==> src/rtl/phi_sequencer.sv <==
// Phi datapath sequencer: fetches FORMANTS T-value rows, issues them as spaced beats, then waits for and holds the result.
// Optional watchdog on the result wait is enabled by defining PHI_SEQ_WATCHDOG_EN.
module phi_sequencer #(
  parameter int BIT_WIDTH  = 32,
  parameter int FORMANTS   = 5,
  parameter int NU_VALUES  = 3,
  parameter int GAP_CYCLES = 2,
  parameter int TIMEOUT    = 1023,
  localparam int KW = (FORMANTS > 1) ? $clog2(FORMANTS) : 1
) (
  input  logic                            clk_in,
  input  logic                            rst_in,
  input  logic                            frame_valid_in,
  output logic                            frame_ready_out,
  output logic [KW-1:0]                   tv_addr_out,
  input  logic [NU_VALUES*BIT_WIDTH-1:0]  tv_data_in,
  output logic                            phi_start_out,
  output logic                            phi_valid_out,
  output logic [NU_VALUES*BIT_WIDTH-1:0]  phi_tvals_out,
  input  logic [FORMANTS*BIT_WIDTH-1:0]   phi_data_in,
  input  logic                            phi_done_in,
  output logic [FORMANTS*BIT_WIDTH-1:0]   res_data_out,
  output logic                            res_valid_out,
  input  logic                            res_ready_in,
  output logic                            timeout_out,
  output logic [2:0]                      state_dbg_out
);

  // Handshakes: a frame is taken when frame_valid_in is high while frame_ready_out is high;
  // a result is released when res_ready_in is high while res_valid_out is high.
  typedef enum logic [2:0] {
    S_IDLE, S_START, S_FETCH, S_ISSUE, S_GAP, S_WAIT, S_HOLD
  } state_t;

  localparam int TW = NU_VALUES * BIT_WIDTH;
  localparam int RW = FORMANTS * BIT_WIDTH;
  localparam int GW = (GAP_CYCLES > 1) ? $clog2(GAP_CYCLES) : 1;
  localparam int GAP_LAST = (GAP_CYCLES > 0) ? GAP_CYCLES - 1 : 0;
  localparam logic [KW-1:0] K_LAST = KW'(FORMANTS - 1);

  state_t        state_q, state_d;
  logic [KW-1:0] k_q, k_d;
  logic [GW-1:0] gap_q, gap_d;
  logic [KW-1:0] tv_addr_q, tv_addr_d;
  logic [TW-1:0] tvals_q, tvals_d;
  logic [RW-1:0] res_data_q, res_data_d;
  logic          phi_start_q, phi_start_d;
  logic          phi_valid_q, phi_valid_d;
  logic          res_valid_q, res_valid_d;
  logic          frame_ready_q, frame_ready_d;
  logic          advance;

`ifdef PHI_SEQ_WATCHDOG_EN
  localparam int WW = $clog2(TIMEOUT + 1);
  logic [WW-1:0] wait_q, wait_d;
  logic          timeout_q, timeout_d;
`endif

  always_comb begin
    state_d    = state_q;
    k_d        = k_q;
    gap_d      = gap_q;
    tvals_d    = tvals_q;
    res_data_d = res_data_q;
    phi_valid_d = 1'b0;
    advance    = 1'b0;
`ifdef PHI_SEQ_WATCHDOG_EN
    wait_d     = wait_q;
    timeout_d  = 1'b0;
`endif
    case (state_q)
      S_IDLE:  if (frame_valid_in) state_d = S_START;
      S_START: begin
        k_d     = '0;
        state_d = S_FETCH;
      end
      S_FETCH: state_d = S_ISSUE;
      S_ISSUE: begin
        tvals_d     = tv_data_in;
        phi_valid_d = 1'b1;
        if (GAP_CYCLES > 0) begin
          gap_d   = '0;
          state_d = S_GAP;
        end else begin
          advance = 1'b1;
        end
      end
      S_GAP: begin
        if (gap_q == GW'(GAP_LAST)) advance = 1'b1;
        else gap_d = gap_q + 1'b1;
      end
      S_WAIT: begin
        // A done arriving on the final watchdog cycle still wins over the abort.
        if (phi_done_in) begin
          res_data_d = phi_data_in;
          state_d    = S_HOLD;
        end
`ifdef PHI_SEQ_WATCHDOG_EN
        else if (wait_q == WW'(TIMEOUT - 1)) begin
          timeout_d = 1'b1;
          state_d   = S_IDLE;
        end else if (wait_q != '1) begin
          wait_d = wait_q + 1'b1;
        end
`endif
      end
      S_HOLD:  if (res_ready_in) state_d = S_IDLE;
      default: state_d = S_IDLE;
    endcase

    if (advance) begin
      if (k_q == K_LAST) begin
        state_d = S_WAIT;
`ifdef PHI_SEQ_WATCHDOG_EN
        wait_d  = '0;
`endif
      end else begin
        k_d     = k_q + 1'b1;
        state_d = S_FETCH;
      end
    end

    // Outputs are registered views of the state being entered.
    tv_addr_d     = (state_d == S_FETCH) ? k_d : tv_addr_q;
    phi_start_d   = (state_d == S_START);
    res_valid_d   = (state_d == S_HOLD);
    frame_ready_d = (state_d == S_IDLE);
  end

  always_ff @(posedge clk_in or posedge rst_in) begin
    if (rst_in) begin
      state_q       <= S_IDLE;
      k_q           <= '0;
      gap_q         <= '0;
      tv_addr_q     <= '0;
      tvals_q       <= '0;
      res_data_q    <= '0;
      phi_start_q   <= 1'b0;
      phi_valid_q   <= 1'b0;
      res_valid_q   <= 1'b0;
      frame_ready_q <= 1'b1;
    end else begin
      state_q       <= state_d;
      k_q           <= k_d;
      gap_q         <= gap_d;
      tv_addr_q     <= tv_addr_d;
      tvals_q       <= tvals_d;
      res_data_q    <= res_data_d;
      phi_start_q   <= phi_start_d;
      phi_valid_q   <= phi_valid_d;
      res_valid_q   <= res_valid_d;
      frame_ready_q <= frame_ready_d;
    end
  end

`ifdef PHI_SEQ_WATCHDOG_EN
  always_ff @(posedge clk_in or posedge rst_in) begin
    if (rst_in) begin
      wait_q    <= '0;
      timeout_q <= 1'b0;
    end else begin
      wait_q    <= wait_d;
      timeout_q <= timeout_d;
    end
  end
  assign timeout_out = timeout_q;
`else
  assign timeout_out = 1'b0;
`endif

  assign frame_ready_out = frame_ready_q;
  assign tv_addr_out     = tv_addr_q;
  assign phi_start_out   = phi_start_q;
  assign phi_valid_out   = phi_valid_q;
  assign phi_tvals_out   = tvals_q;
  assign res_data_out    = res_data_q;
  assign res_valid_out   = res_valid_q;
  assign state_dbg_out   = state_q;

endmodule

==> config.mk <==
export PLATFORM = sky130hd
export DESIGN_NAME = phi_sequencer
export DESIGN_NICKNAME = d
export VERILOG_FILES = /design/src/rtl/phi_sequencer.sv
export SDC_FILE = /design/constraint.sdc
export NUM_CORES = 1
export LEC_CHECK = 0
export ABC_AREA = 1
export CAP_MARGIN = 20
export CORE_AREA = 10 10 198 200
export CTS_CLUSTER_SIZE = 40
export DETAILED_ROUTE_END_ITERATION = 16
export DIE_AREA = 0 0 208 210
export GPL_TIMING_DRIVEN = 0
export SLEW_MARGIN = 5
export SYNTH_ARGS = -nofsm -noshare
export SYNTH_HDL_FRONTEND = slang
export SYNTH_SLANG_ARGS = --single-unit
==> constraint.sdc <==
create_clock -name clk_in -period 12.27 [get_ports clk_in]
set_clock_uncertainty 0.2 [all_clocks]
set_input_delay 2.454 -clock clk_in [delete_from_list [all_inputs] [get_ports clk_in]]
set_output_delay 2.454 -clock clk_in [all_outputs]
set_load 0.005 [all_outputs]
* Yosys cells after proc, flatten, opt, wreduce, memory -nomap -nowiden
Cells that the tools add are included.
Word-level totals: flip-flop bits (word level) 270, input port bits 261, output and inout port bits 267, logic and storage cells 40
Cells by class: $add $sub $neg 2, eq/ne operators 10, mux-type cells 14, reduce and logical (&&, ||, !) cells 4
Operator list (count):
- $mux 3 | 8
- $pmux 3 s7 | 1
- $eq 3x3->1 const B | 5
- $eq 3x2->1 const B | 3
- $eq 3x1->1 const B | 2
- $logic_not 3->1 | 2
- $mux 1 | 4
- $add 3x1->3 const B | 1
- $pmux 1 s2 | 1
- $reduce_and 2->1 | 1
- $reduce_bool 2->1 | 1
- $add 1x1->1 const B | 1

* Longest topological paths before layout
Gate-level depths: netlist of run 1.
depth in word-level cells 4, mapped depth 9, depth with buffers taken out 8

* Worst setup path after synthesis of run 1
OpenSTA, ideal clock, no wires.
path kind input to register, from in phi_done_in, to reg res_data_q[0] (netlist: res_data_out[0]), setup time 0.116 ns, arrival 3.101 ns, required time 11.954 ns, slack 8.853 ns, stages 6, buffers on the path 3, cell sequence nand4_1 -> buf_6 -> buf_4 -> buf_2 -> nand2_1 -> nand2_1
Between the ends: cells in the longest elaborated chain, start to end 1
RTL lines:
- from (decl) | line 21 | input logic phi_done_in,
- $reduce_and 2->1 (no source line)
- to (signal assigned) | line 148 | res_data_q <= res_data_d;
- to (decl) | line 46 | logic [RW-1:0] res_data_q, res_data_d;
Every way passes these cells. A chain may end at the register's enable or synchronous reset.

* Worst setup path after layout of run 1
from reg frame_ready_q (netlist: frame_ready_out), to out frame_ready_out
RTL lines:
- from (decl) | line 50 | logic frame_ready_q, frame_ready_d;
- from (signal assigned) | line 152 | frame_ready_q <= frame_ready_d;
- to (decl) | line 14 | output logic frame_ready_out,
No word-level cell between the ends.

==> impl_metrics.ini, run 1 <==
[place]
hpwl_mm = 32.9
placedCellCount = 2151
gp_congestion = 0.825
port_buffers = 526

[worst_setup_path]
critPathBufInv = 1
cp.depth = 1
worstPathMaxFanout = 1
endpoint = frame_ready_out
r2r-start = state_dbg_out[0]
cp_cell_sequence = clkdlybuf4s50_1
crit_slowest_cell = clkdlybuf4s50_1
r2r_end = res_data_out[22]
required_ps = 9620
cp_top_family = buffers and inverters
crit_arrival_ps = 1600
slowest_delay_ps = 530
rrSetupSlack_ps = 10400
crit_start = frame_ready_out
crit_type = flip-flop to output pin
reg2reg_depth = 6
start_kind = flip-flop
endpoint_kind = output pin

[drt]
totalWireLength_mm = 41.9
drc = 0
first_iter_violations = 485
drtAntennaViolNets = 0
first_pass_iters = 5
vias = 9551
post_drt_wl_per_cell_um = 19.0
avgViaCountPerCell = 4.32

[synthesis]
synthTopCellsByCount = nand2_1 (787), dfrtp_1 (269), buf_2 (27)
ys_ff_latch = 270
synth_cell_types = 20
synthFlopType = dfrtp_1
seq_area_frac_synth_pct = 65.5
yosys.area.top_type = dfrtp_1
yosys_warnings = 0
yosysMostFrequentCell = nand2_1
synthCells = 1162
synth_edf_count = 0
synth_area_leaders = dfrtp_1 (65%), nand2_1 (29%), buf_2 (1.3%)
yosysTopAreaCellShare_pct = 65.3
async_flop_share_pct = 100
synthesis.area_um2 = 10300
synth_nets = 1425
synth_area_per_cell_um2 = 8.88

[layout]
area_growth_pct = 67.5
nets = 1986
drive_gt1_share_pct = 6.01
instances_no_fill = 2210

[clock_tree]
cts_max_level = 1
postCtsSetupRepairBufs = 0
cts_buffers = 31
insertion_delay_ps = 550
cts_hold_buf = 0
clockRootBuffer = clkbuf_16
clkSlewWorstSetupHoldPaths_ps = 60
clockBufferDepth = 3
clock_sinks = 270
cts_tree = built
cts_resized = 0

[timing]
tightest_slew_ps = 618
period_needed_ps = 4250
hold_viol = 0
whs_ps = 276
relSlewSlack_pct = 58.8
fin_tns_setup_ps = 0
setup_violations = 0
finalCritPeriodShare_pct = 34.7
rsz0062_at_grt = false
fmaxAchievable_mhz = 235
maxSlewViolCount = 0

[pwr]
power_density_nw_per_um2 = 240
finalPower_mw = 4.14
peakVddDrop_mv = 0.138
leakage_nw = 8.53

[run_status]
status = finished, final reports clean

[global_routing]
gr-total-overflow = 0
track_usage_pct = 18.3
antenna_found_initial = 4
grt_pass1_wl_mm = 62.8
grt_max_degree = 109
grt_pass1_vias = 9830

[die]
initial_utilization_pct = 29.3
io_pins = 528
die_h_um = 210
num_rows = 69
die_w_um = 208
design.die.area_um2 = 43700
core_um2 = 35200

[run]
maxCapViolCount = 0

[hold_path]
min_path_type = flip-flop to flip-flop
[cell usage in the layout, fill, tap and decap left out, drive strengths merged, types with 2 or more instances in the layout]
master         synthesis  routed
clkbuf                13      57
nor2                   8       8
bufinv                 0       4
nand2                787     787
clkdlybuf4s50          0     526
clkinv                 0       7
ha                     2       2
o21ai                  4       4
diode                  0       2
inv                   15      15
buf                   46      48
dfrtp                269     269
clkinvlp               0       2
nand4                  2       2
nand3                 11      11
[cells by family (layout without fill, tap and decap cells)]
logic type,count (synthesis),after routing,synth area share [%]
AO/OA/AOI/OAI,5,5,0.243
other,1,3,0.0364
flip-flops,270,270,65.5
XOR/XNOR,1,1,0.0849
AND/OR/NAND/NOR,809,809,29.7
adder cells (fa/ha/maj),2,2,0.243
buffers and inverters,74,659,4.17
[final cells by class]
| cell class | count | area [um2] |
|---|---|---|
| fill | 3314 | 17900 |
| sequential | 270 | 6760 |
| timing repair buffer | 528 | 5320 |
| multi-input combinational | 818 | 3130 |
| clock buffer | 44 | 885 |
| tap | 461 | 577 |
| buffer | 59 | 372 |
| clock inverter | 13 | 170 |
| inverter | 15 | 66.3 |
| antenna | 2 | 5.00 |
[stage by stage]
step                      utilization, %  area [um2]  worst slack (ps)
final                               49.1       17300              8020
after global routing                49.0       17300              7940
after CTS                           49.0       17300              7960
after detailed placement            46.0       16200              8020
after global placement              45.9       16200             -1820
after floorplan                        -       10300              2180
[worst register-to-register path, delay by kind of cell (launching register included)]
family / cells / cell delay [ps]
flops: 1 / 370
buf+inv: 3 / 880
simple gates: 3 / 360
[registers in the layout, indices dropped and copies added (netlist names)]
name and cells:
res_data_out 160, phi_tvals_out 96, k_q 3, state_dbg_out 3, tv_addr_out 3, frame_ready_out 1, gap_q 1, phi_start_out 1
phi_valid_out 1, res_valid_out 1
[per-layer routing]
| metal | global-route usage, % | vias to the layer above | wire [um] | share of wire [%] |
|---|---|---|---|---|
| met2 | 31.2 | 373 | 20200 | 48 |
| met4 | 4.25 | 4 | 791 | 1.9 |
| met5 | 0 | - | 34 | 0.081 |
| li1 | - | 4620 | - | - |
| met1 | 20.7 | 4507 | 16300 | 39 |
| met3 | 8.13 | 47 | 4550 | 11 |
[worst min-delay path by stage]
stage,startpoint,to,slack (ps),cells after the start
finish,phi_tvals_out[42],phi_tvals_out[42],280,2
global route,phi_tvals_out[55],phi_tvals_out[55],290,2
CTS,res_data_out[73],res_data_out[73],280,2
detailed placement,res_data_out[73],res_data_out[73],260,2
global placement,res_data_out[132],res_data_out[132],260,2
floorplan,gap_q,gap_q,260,2
[where the power goes]
| part | switching (mW) | internal, mW |
|---|---|---|
| registers | 0.214 | 1.29 |
| clock network | 0.372 | 0.582 |
| logic | 0.726 | 0.954 |
Note: power is estimated with default switching activity, not from simulation.
==> run 2: changes to the inputs <==
- clock period: 12.27 -> 4.3 ns (I/O delays scaled with it)
==> run 2 against run 1 <==
Sequential share of layout area is 0.30 points lower. Worst hold slack worse by 2.0 ps. Non-clock buffer count is 6 higher. Global-route usage is 0.23 points lower. Final area is 0.76% higher. Die area stayed put. Largest power group unchanged. Largest cell class unchanged. Clock power grew to 2.9 times the previous value. Combinational power grew to 2.9 times the previous value. Via count is 0.45% lower. Core utilization is 0.37 points higher. First-iteration DRC count is 18% lower. Worst setup slack worse by 6400 ps.
==> impl_metrics.ini, run 2 (same netlist as run 1, synthesis figures left out) <==
[run_status]
status = finished, final reports clean

[pwr]
finalPower_mw = 11.9
leakage_nw = 8.59
peakVddDrop_mv = 0.381
power_density_nw_per_um2 = 683

[layout]
final-seq-area_um2 = 6760
drive_gt1_share_pct = 6.22
fillerInstances = 3303
largest_reg_flops = 160
layout_common_cells = nand2_1 (787), clkdlybuf4s50_1 (526), dfrtp_1 (269)
final_common_cell = nand2_1
instances_no_fill = 2214
area_growth_pct = 68.8
multi_input_area_um2 = 3130
nets = 1992
design_area_um2 = 17400

[timing]
fmaxAchievable_mhz = 374
rsz0062_at_grt = false
maxSlewViolCount = 0
finalCritPeriodShare_pct = 62.2
tightest_slew_ps = 661
whs_ps = 274
setup_violations = 0
period_needed_ps = 2680
relSlewSlack_pct = 55.9
hold_viol = 0
setup_slack_ps = 1620

[global_routing]
track_usage_pct = 18.1
grt_pass1_wl_mm = 62.2
grt_max_degree = 38
gr-total-overflow = 0
grt_pass1_vias = 9843
antenna_found_initial = 3

[drt]
drc = 0
first_pass_iters = 4
totalWireLength_mm = 41.5
avgViaCountPerCell = 4.29
first_iter_violations = 399
post_drt_wl_per_cell_um = 18.7
vias = 9508
drtAntennaViolNets = 0

[hold_path]
min_path_type = flip-flop to flip-flop

[place]
placement.cell_area_um2 = 16300
gp_congestion = 0.831
placedCellCount = 2157
port_buffers = 526
pre_cts_slack_ps = 1650
hpwl_mm = 32.8

[clock_tree]
cts_hold_buf = 0
cts_tree = built
cts_resized = 0
clockRootBuffer = clkbuf_16
postCtsSetupRepairBufs = 0
cts_buffers = 31
insertion_delay_ps = 550
clock_sinks = 270
cts_max_level = 1
clkSlewWorstSetupHoldPaths_ps = 60
clockBufferDepth = 3

[die]
design.die.area_um2 = 43700
io_pins = 528
core_um2 = 35200
die_w_um = 208
num_rows = 69
initial_utilization_pct = 29.3
die_h_um = 210

[worst_setup_path]
slowest_delay_ps = 540
worstPathMaxFanout = 1
crit_slowest_cell = clkdlybuf4s50_1
crit_arrival_ps = 1620
crit_type = flip-flop to output pin
critPathBufInv = 1
cp_top_family = buffers and inverters
start_kind = flip-flop
endpoint_kind = output pin
required_ps = 3240
cp_cell_sequence = clkdlybuf4s50_1

[run]
maxCapViolCount = 0
==> run 2: layer usage <==
layer  up-vias  track usage, %  share of wire (%)
li1       4623               -                  -
met1      4483            20.3                 39
met2       357            31.9                 50
met3        43            7.08                9.7
met4         2            3.85                1.5
met5         -               0              0.027
==> run 2: area by class of cell <==
| class | count | area share [%] |
|---|---|---|
| plain buffers | 59 | 2.13 |
| flip-flops and latches | 270 | 38.8 |
| repair buffers | 534 | 31.2 |
| clock inverters | 6 | 0.747 |
| well taps | 461 | 3.31 |
| diodes | 1 | 0.0144 |
| inverters | 15 | 0.359 |
| multi-input cells | 818 | 18.0 |
| clock buffers | 50 | 5.50 |
==> run 2: path summary, 6_finish.rpt <==
check,end,depth (start not counted),slack (ps),startpoint
max reg2reg,phi_tvals_out[31],7,2380,state_dbg_out[2]
max in group asynchronous,frame_ready_out,5,2340,rst_in
max,frame_ready_out,1,1620,frame_ready_out
min in group asynchronous,res_data_out[16],2,480,rst_in
min reg2reg,phi_tvals_out[2],2,270,phi_tvals_out[2]
min,phi_tvals_out[2],2,270,phi_tvals_out[2]
==> run 2: where the power goes <==
group | leakage, nW | total (mW) | switching, mW | internal [mW]
logic | 4.66 | 4.79 | 2.07 | 2.73
clock network | 0.535 | 2.80 | 1.05 | 1.74
registers | 3.39 | 4.30 | 0.608 | 3.69
total | 8.59 | 11.9 | 3.73 | 8.17
==> run 2: metrics by stage <==
stage	setup TNS [ps]	utilization, %
floorplan	-87860	-
global placement	-697310	45.9
detailed placement	0	46.3
CTS	0	49.4
global route	0	49.4
finish	0	49.4
==> run 3: changes to the inputs <==
- CORE_AREA: 10 10 198 200 -> 10 10 196 198
- DIE_AREA: 0 0 208 210 -> 0 0 206 208
- PLACE_DENSITY: unset -> 0.66
- clock period: 4.3 -> 2.2 ns (I/O delays scaled with it)
==> run 3 against run 2 <==
Non-clock buffer count unchanged. Worst hold slack worse by 250 ps. Highest routed layer unchanged. Largest cell class unchanged. Critical endpoint is now phi_tvals_out[54]. Power up 92%.
==> impl_metrics.ini, run 3 (same netlist as run 1, synthesis figures left out) <==
[run_status]
status = finished, final reports clean

[worst_setup_path]
cp_top_family = buffers and inverters
endpoint_kind = output pin
crit_start = phi_tvals_out[54]
worstPathMaxFanout = 2
r2r-start = state_dbg_out[0]
crit_type = flip-flop to output pin
critPathBufInv = 1
start_kind = flip-flop
slowest_delay_ps = 540
required_ps = 1560
reg2reg_depth = 6
crit_slowest_cell = clkdlybuf4s50_1
cp_cell_sequence = clkdlybuf4s50_1
cp.depth = 1
crit_arrival_ps = 1490

[clock_tree]
cts_tree = built
cts_max_level = 1
clockBufferDepth = 3
cts_buffers = 30
insertion_delay_ps = 550
clkSlewWorstSetupHoldPaths_ps = 60
clockRootBuffer = clkbuf_16
clock_sinks = 270

[global_routing]
grt_pass1_wl_mm = 60.5
busiest_layer = met2
grt_max_degree = 40
grt_use_met3_pct = 6.84
use_met1_pct = 20.0
grt_use_met2_pct = 31.7
grt_pass1_vias = 9772
gr-total-overflow = 0
track_usage_pct = 17.9
antenna_found_initial = 1

[pwr]
p_int_mw = 15.6
power_density_nw_per_um2 = 1320
peakVddDrop_mv = 0.774
leakage_nw = 8.58
pwr-share-clk_pct = 22.3
pwr-share-seq_pct = 37.0
power_switching_share_pct = 31.5
p_sw_mw = 7.18
combPwrFrac_pct = 40.7

[timing]
finalCritPeriodShare_pct = 96.8
rsz0062_at_grt = false
fmaxAchievable_mhz = 469
tightest_slew_ps = 765
relSlewSlack_pct = 49.0
setup_violations = 0
hold_viol = 0
maxSlewViolCount = 0
period_needed_ps = 2130

[layout]
final_common_cell = nand2_1
layout_common_cells = nand2_1 (787), clkdlybuf4s50_1 (523), dfrtp_1 (269)
largest_reg_flops = 160
instances_no_fill = 2206
drive_gt1_share_pct = 6.34
nets = 1991
area_growth_pct = 68.0
design_area_um2 = 17300

[drt]
post_drt_wl_per_cell_um = 18.3
drtAntennaViolNets = 0
first_pass_iters = 4
vias = 9508
first_iter_violations = 420
avgViaCountPerCell = 4.31
totalWireLength_mm = 40.3
drc = 0

[die]
core_um2 = 34400
initial_utilization_pct = 30.0
die_w_um = 206
design.die.area_um2 = 42800
die_h_um = 208
num_rows = 68
io_pins = 528

[hold_path]
min_path_type = input port to asynchronous set/reset pin

[place]
gp_congestion = 0.827
placement.cell_area_um2 = 16300
hpwl_mm = 32.0
placedCellCount = 2151
port_buffers = 526

[run]
maxCapViolCount = 0
[run 3: cell count changes in the layout (fill, tap and decap cells not counted), sizes merged]
cell | previous run | this run
clkbuf | 63 | 57
clkinv | 2 | 8
bufinv | 4 | 2
clkdlybuf4s50 | 526 | 523
dlymetal6s2s | 0 | 1
dlygate4sd2 | 0 | 2
[run 3: routing by layer]
metal | vias to the layer above | share of wire (%)
li1 | 4615 | -
met1 | 4470 | 38
met2 | 384 | 49
met3 | 37 | 11
met5 | - | 0.042
met4 | 2 | 1.5
[run 3: path summary, 6_finish.rpt]
check | endpoint | slack (ps)
worst max-delay path | phi_tvals_out[54] | 70
worst min-delay path | res_data_out[5] | 30
worst max register to register | res_data_out[24] | 260
worst min register to register | phi_tvals_out[94] | 270
max in group asynchronous | frame_ready_out | 450
min in group clk_in | phi_tvals_out[87] | 220
[run 3: layout make-up]
class	instances	area, um2
sequential	270	6760
tap	455	569
fill	3148	17000
antenna	1	2.50
inverter	15	62.6
clock inverter	10	100
multi-input combinational	818	3130
buffer	59	372
clock buffer	44	915
timing repair buffer	534	5430
[run 3: power groups by stage]
| stage | logic [mW] | clock network (mW) | registers, mW |
|---|---|---|---|
| after floorplan | 2.86 | 0 | 8.60 |
| after global placement | 9.33 | 0 | 8.39 |
| after detailed placement | 9.46 | 0 | 8.46 |
| after CTS | 9.49 | 5.25 | 8.43 |
| after global routing | 10.2 | 5.47 | 8.70 |
| final | 9.28 | 5.09 | 8.43 |
[run 3: what timing repair did]
item,in CTS,in global routing
gates resized for setup,2,1
hold buffers,0,0
gates cloned,0,0
endpoints found under the setup margin,2,1
buffers inserted,0,0
[run 3: metrics by stage]
stage	TNS [ps]	setup WS (ps)	hold WS [ps]	util, %	power [mW]
after floorplan	-540840	-2010	263	-	11.5
after global placement	-1114510	-4160	260	47.0	17.7
after detailed placement	-7790	-195	264	47.5	17.9
after CTS	0	8.13	3.57	50.4	23.2
after global routing	0	10.3	19.9	50.4	24.4
final	0	70.0	25.0	50.4	22.8
